File: src/rtl/hilo_unit_pkg.sv
// rtl/hilo_unit_pkg.sv - shared state encodings and counter width for the HI/LO unit
package hilo_unit_pkg;

  localparam int HILO_CNT_W = 4;

  typedef enum logic {
    HILO_ST_IDLE = 1'b0,
    HILO_ST_WAIT = 1'b1
  } hilo_state_t;

  // Wait cycles remaining after the issue cycle; LAT is limited to 1..15.
  function automatic logic [HILO_CNT_W-1:0] lat_to_cnt(input int lat);
    return HILO_CNT_W'(lat - 1);
  endfunction

endpackage

File: src/rtl/hilo_regs.sv
// rtl/hilo_regs.sv - HI and LO registers with independent write enables
// Optional combinational write-through forwarding under HILO_FWD_EN.
module hilo_regs
  import hilo_unit_pkg::*;
(
  input  logic        clk,
  input  logic        rst_n,
  input  logic        we_hi_i,
  input  logic        we_lo_i,
  input  logic [31:0] hi_d_i,
  input  logic [31:0] lo_d_i,
  output logic [31:0] hi_o,
  output logic [31:0] lo_o
);

  logic [31:0] r_hi;
  logic [31:0] r_lo;

  always_ff @(posedge clk or negedge rst_n) begin
    if (!rst_n) begin
      r_hi <= 32'd0;
      r_lo <= 32'd0;
    end else begin
      if (we_hi_i) r_hi <= hi_d_i;
      if (we_lo_i) r_lo <= lo_d_i;
    end
  end

`ifdef HILO_FWD_EN
  assign hi_o = we_hi_i ? hi_d_i : r_hi;
  assign lo_o = we_lo_i ? lo_d_i : r_lo;
`else
  assign hi_o = r_hi;
  assign lo_o = r_lo;
`endif

endmodule

File: src/rtl/hilo_unit.sv
// rtl/hilo_unit.sv - multi-cycle HI/LO unit: stalls for MUL_LAT/DIV_LAT cycles, then commits the ALU result
// Optional HILO_FWD_EN forwards written values onto hi_o/lo_o in the write cycle.
module hilo_unit
  import hilo_unit_pkg::*;
#(
  parameter int MUL_LAT = 2,
  parameter int DIV_LAT = 8
) (
  input  logic        clk,
  input  logic        rst_n,
  input  logic        md_start_i,
  input  logic        md_is_div_i,
  input  logic [63:0] aluout_i,
  input  logic        flush_i,
  input  logic        mthi_i,
  input  logic        mtlo_i,
  input  logic [31:0] wdata_i,
  output logic [31:0] hi_o,
  output logic [31:0] lo_o,
  output logic        busy_o,
  output logic        done_o
);

  hilo_state_t           r_state;
  hilo_state_t           w_state_nxt;
  logic [HILO_CNT_W-1:0] r_cnt;
  logic [HILO_CNT_W-1:0] w_cnt_nxt;
  logic                  r_done;
  logic                  w_done_nxt;
  logic                  w_we_hi;
  logic                  w_we_lo;
  logic [31:0]           w_hi_d;
  logic [31:0]           w_lo_d;
  logic                  w_busy;

  always_ff @(posedge clk or negedge rst_n) begin
    if (!rst_n) begin
      r_state <= HILO_ST_IDLE;
      r_cnt   <= '0;
      r_done  <= 1'b0;
    end else begin
      r_state <= w_state_nxt;
      r_cnt   <= w_cnt_nxt;
      r_done  <= w_done_nxt;
    end
  end

  always_comb begin
    w_state_nxt = r_state;
    w_cnt_nxt   = r_cnt;
    w_done_nxt  = 1'b0;
    w_we_hi     = 1'b0;
    w_we_lo     = 1'b0;
    w_hi_d      = wdata_i;
    w_lo_d      = wdata_i;
    w_busy      = 1'b0;
    case (r_state)
      HILO_ST_IDLE: begin
        w_busy = md_start_i;
        if (md_start_i && !flush_i) begin
          w_cnt_nxt   = md_is_div_i ? lat_to_cnt(DIV_LAT) : lat_to_cnt(MUL_LAT);
          w_state_nxt = HILO_ST_WAIT;
        end else if (!md_start_i) begin
          w_we_hi = mthi_i;
          w_we_lo = mtlo_i;
        end
      end
      HILO_ST_WAIT: begin
        w_busy = (r_cnt != '0);
        // Flush outranks the commit, so an abort in the final cycle writes nothing.
        if (flush_i) begin
          w_cnt_nxt   = '0;
          w_state_nxt = HILO_ST_IDLE;
        end else if (r_cnt != '0) begin
          w_cnt_nxt = r_cnt - 1'b1;
        end else begin
          w_we_hi     = 1'b1;
          w_we_lo     = 1'b1;
          w_hi_d      = aluout_i[63:32];
          w_lo_d      = aluout_i[31:0];
          w_done_nxt  = 1'b1;
          w_state_nxt = HILO_ST_IDLE;
        end
      end
      default: w_state_nxt = HILO_ST_IDLE;
    endcase
  end

  hilo_regs u_regs (
    .clk     (clk),
    .rst_n   (rst_n),
    .we_hi_i (w_we_hi),
    .we_lo_i (w_we_lo),
    .hi_d_i  (w_hi_d),
    .lo_d_i  (w_lo_d),
    .hi_o    (hi_o),
    .lo_o    (lo_o)
  );

  assign busy_o = w_busy;
  assign done_o = r_done;

endmodule
File: config.mk
export PLATFORM = sky130hd
export DESIGN_NAME = hilo_unit
export DESIGN_NICKNAME = d
export VERILOG_FILES = /design/src/rtl/hilo_unit_pkg.sv /design/src/rtl/hilo_regs.sv /design/src/rtl/hilo_unit.sv
export SDC_FILE = /design/constraint.sdc
export NUM_CORES = 1
export LEC_CHECK = 0
export ABC_AREA = 1
export BUFFER_PORTS_ARGS = -buffer_cell sky130_fd_sc_hd__buf_2
export CAP_MARGIN = 20
export CORE_MARGIN = 3
export CORE_UTILIZATION = 40
export CTS_BUF_LIST = sky130_fd_sc_hd__clkbuf_8
export DETAILED_ROUTE_END_ITERATION = 7
export PLACE_DENSITY = 0.78
export SLEW_MARGIN = 0
export SYNTH_ARGS = -nofsm -noshare
export SYNTH_HDL_FRONTEND = slang
export SYNTH_HIERARCHICAL = 1
export SYNTH_SLANG_ARGS = --single-unit
File: constraint.sdc
create_clock -name clk -period 1.7 [get_ports clk]
set_input_delay 0.34 -clock clk [delete_from_list [all_inputs] [get_ports clk]]
set_output_delay 0.34 -clock clk [all_outputs]
set_load 0.05 [all_outputs]
**Yosys cells after proc, flatten, opt, wreduce, memory -nomap -nowiden**

Index checks and enable logic that the tools add are counted.

- Bits of input ports: 103
- Output and inout bits: 66
- Register bits after elaboration: 70
- Logic and storage cells: 38

- Equality and inequality tests: 2
- Bitwise gates (word level): 1
- Add/subtract/negate cells: 1
- Reduce and logical (&&, ||, !) cells: 4
- Muxes and demuxes: 25

Operators by type and width:

| operator | count |
|---|---|
| $mux W32 | 6 |
| $mux W4 | 3 |
| $mux W1 | 10 |
| $pmux W1 S2 | 4 |
| $pmux W4 S2 | 1 |
| $reduce_bool A4 Y1 | 1 |
| $sub A4 B1 Y4 const B | 1 |
| $mux W3 | 1 |
| $ne A3 B2 Y1 const B | 1 |
| $ne A2 B2 Y1 const B | 1 |
| $reduce_and A2 Y1 | 1 |
| $logic_and A1 B1 Y1 | 1 |
| $logic_not A1 Y1 | 1 |
| $not A1 Y1 | 1 |

**Logic depth before layout (Yosys ltp)**

- Depth in word-level cells: 4
- Gate-level depth with buffers: 11

**Cells and area by module**

The synthesis kept the hierarchy.

By module, submodules not included:

| module | seq. area each (um^2) | times used | area an instance (um^2) | cells an instance |
|---|---|---|---|---|
| hilo_regs | 1601.5 | 1 | 2558.7 | 272 |
| hilo_unit | 150.1 | 1 | 1094.8 | 221 |

**Worst setup path before layout**

OpenSTA, ideal clock, no wires.

- Path kind: reg-to-output
- Start: reg r_cnt[0]
- End: out busy_o
- Slack: -124 ps
- Stages on the path, launching flop included: 4
- Required time: 1360 ps
- Buffers on the path: 0
- Arrival: 1484 ps
- Cells stage by stage: dfrtp_1 inv_1 ha_1 a31oi_1

- Longest elaborated chain between the ends: 2

RTL lines:

| what | line | source |
|---|---|---|
| from (decl) | hilo_unit.sv:26 | `logic [HILO_CNT_W-1:0] r_cnt;` |
| from (signal assigned) | hilo_unit.sv:43 | `r_cnt <= w_cnt_nxt;` |
| $reduce_bool A4 Y1 | hilo_unit.sv:69 | `w_busy = (r_cnt != '0);` |
| $pmux W1 S2 | hilo_unit.sv:57 | `case (r_state)` |
| to (decl) | hilo_unit.sv:20 | `output logic busy_o,` |

Every way passes these cells.

**Worst setup path in the final report**

- Start: reg r_cnt[1]
- End: out busy_o

The elaborated chain is that of the path after synthesis.

==> impl_metrics.env <==
export IMPL_status="finished clean"
export IMPL_r2r_slack_ns=0.13
export IMPL_io_buffer_count=168
export IMPL_synth_edf_count=0
export IMPL_wl_um=9931
export IMPL_async_reset_ff_frac=1.000
export IMPL_yosysMostFrequentCell="nand2_1"
export IMPL_synth_area_top_cells="dfrtp_1 48%, nand2_1 36%, buf_6 5.5%"
export IMPL_clk_latency_ns=0.34
export IMPL_fin_cells=775
export IMPL_ys_top_cells_by_count="347 x nand2_1, 70 x dfrtp_1, 20 x nand2_2, 18 x buf_6, 7 x inv_1"
export IMPL_rsz0062_at_grt="true"
export IMPL_syn_to_final_growth_pct=32.98
export IMPL_cts_tree="done"
export IMPL_drive_above_1_share=0.3553
export IMPL_endpoint_kind="output pin"
export IMPL_clock_sinks=70
export IMPL_ys_seq_elements=70
export IMPL_worstReg2RegStart="r_cnt[1]"
export IMPL_grt_remaining_overflow=0
export IMPL_drtPass1Iterations=4
export IMPL_numCtsBuffers=9
export IMPL_max_freq_mhz=596.2
export IMPL_startpoint_type="flip-flop"
export IMPL_worstPathArrival_ns=1.34
export IMPL_start_util=0.4149
export IMPL_cp_cell_sequence="inv_2 > ha_4 > a31oi_4 > buf_6"
export IMPL_antenna_found_initial=0
export IMPL_critPathSlowestCell="dfrtp_1"
export IMPL_ys_flop_type="dfrtp_1"
export IMPL_std_cell_rows=34
export IMPL_yosys_area_top_type="dfrtp_1"
export IMPL_nets=768
export IMPL_vias=3549
export IMPL_cts_path_max_buffers=2
export IMPL_drc=0
export IMPL_place_congestion=0.7667
export IMPL_clkTransAtPathRegs_ns=0.08
export IMPL_skew_ns=0.01044
export IMPL_die_h_um=101.6
export IMPL_tns_ns=0
export IMPL_drv_cap=0
export IMPL_final_core_util=0.5517
export IMPL_r2r_end="u_regs/lo_o[20]"
export IMPL_viasPerCell=4.579
export IMPL_pre_cts_ws_ns=0.1231
export IMPL_path_max_fanout=3
export IMPL_placedCellCount=752
export IMPL_fin_crit_ns=1.677
export IMPL_setup_ws_ns=0.02269
export IMPL_worst_slew_pin_slew_ns=0.3683
export IMPL_n_fill_cell=840
export IMPL_drv_slew=0
export IMPL_core_area_um2=8806
export IMPL_grt_pass1_vias=3336
export IMPL_syn_nets=598
export IMPL_grt_start_max_net_pins=71
export IMPL_place_area_um2=4481
export IMPL_peakVddDrop_v=0.0006479
export IMPL_drt_initial_drc_count=89
export IMPL_hpwl_um=6902
export IMPL_synthCells=493
export IMPL_path_class="flip-flop to output pin"
export IMPL_power_leakage_nw=2.881
export IMPL_htreeDepth=3
export IMPL_synth_distinct_cells=22
export IMPL_synth_avg_cell_area_um2=7.411
export IMPL_wire_per_inst_um=12.81
export IMPL_hold_path_class="primary input to async pin"
export IMPL_slowest_delay_ns=0.37
export IMPL_synthesis_area_um2=3654
export IMPL_stdcell_area_um2=4858
export IMPL_die_area_um2=10320
export IMPL_ios=169
export IMPL_ant_nets=0
export IMPL_ys_warn_count=6
export IMPL_worst_ep_required_time_ns=1.36
export IMPL_cts_hold_buf=0
export IMPL_hold_viol_final=0
export IMPL_grt_util_all_layers=0.1811
export IMPL_slew_headroom=0.7545
export IMPL_r2r_cells=9
export IMPL_antenna_cells=0
export IMPL_powerDensity_nw_per_um2=1489
export IMPL_setup_viol_count_final=0
export IMPL_yosysTopAreaCellShare=0.4795
export IMPL_cts_root_buf="clkbuf_8"
export IMPL_ys_seq_area_frac=0.4795
export IMPL_die_w_um=101.6
export IMPL_grt_pass1_wl_um=14990
export IMPL_post_route_period_util=0.9867
-- how the worst max path moves through the flow --
stage                            to  depth (start not counted)  slack (ns)  startpoint
detailed placement  u_regs/hi_o[30]                          8        0.12    r_cnt[0]
global route                 busy_o                          4       -0.03    r_cnt[1]
global placement             busy_o                          4        0.22    r_cnt[0]
finish                       busy_o                          4        0.02    r_cnt[1]
floorplan           u_regs/lo_o[10]                         11        0.07    r_cnt[0]
CTS                          busy_o                          4       0.001    r_cnt[0]
-- routing by layer --
layer | global-route usage | vias to the layer above | wire length [um]
li1 | - | 1809 | -
met1 | 0.2285 | 1595 | 4358
met2 | 0.3104 | 130 | 4763
met3 | 0.04477 | 15 | 703
met4 | 0.04806 | 0 | 106
met5 | 0 | - | 0
-- layout make-up --
class / count / area (um^2) / share of cell area
sequential: 70 / 1752 / 0.3605
timing repair buffer: 184 / 1069 / 0.2199
clock inverter: 5 / 83.83 / 0.01725
multi-input combinational: 387 / 1623 / 0.3340
clock buffer: 10 / 137.6 / 0.02833
inverter: 11 / 58.81 / 0.01210
tap: 108 / 135.1 / 0.02781
-- sequential cells by signal, summed over array words and instances, names as in the netlist --
signal       cells
u_regs/hi_o     32
r_state          1
done_o           1
u_regs/lo_o     32
r_cnt            4
-- power by group --
group | internal, W | leakage (nW) | switching [W]
Sequential | 0.00213 | 0.871 | 0.000305
Clock | 0.000861 | 0.105 | 0.000652
Combinational | 0.000817 | 1.91 | 0.00247
-- worst max-delay path, delay by kind of cell, from the launching register on --
family,cells,cell delay [ns]
DFF,1,0.37
buffers and inverters,2,0.25
AOI/OAI and AO/OA,1,0.20
adders and majority gates,1,0.17
-- placed cells by master (no fill, tap or decap), types with 2 or more instances in the layout --
cell and instances:
inv_1 5, nor2_4 2, nand2_2 21, clkbuf_16 2, buf_6 2, bufinv_16 2
inv_8 2, buf_4 8, nor2_1 2, nand2_1 345, clkinvlp_4 2, clkbuf_8 10
buf_2 167, buf_12 5, dfrtp_1 70, inv_2 3, o21ai_0 3, o21ai_2 3
-- through the flow --
| stage | power (W) | hold slack [ns] |
|---|---|---|
| floorplan | 0.004831 | 0.04441 |
| global route | 0.007629 | 0.02855 |
| CTS | 0.007194 | 0.01837 |
| finish | 0.007236 | 0.01587 |
| detailed placement | 0.005633 | 0.3972 |
| global placement | 0.005564 | 0.3902 |
-- repair_timing --
| action | in CTS | in global routing |
|---|---|---|
| buffers inserted | 2 | 4 |
| hold endpoints to repair | 0 | 0 |
| resized for setup | 6 | 10 |
| pin swaps | 2 | 2 |
| cloned | 0 | 2 |
| setup endpoints to repair | 1 | 66 |
-- cells by family (layout without fill, tap and decap cells) --
kind of cell    Yosys count  count (layout)  synth area share
compound gates            7               7           0.01301
fa+ha+maj                 2               2          0.006848
buf+inv                  36             210           0.09144
flops                    70              70            0.4795
simple gates            378             378            0.4092
Power figures use the tool's default switching activity.
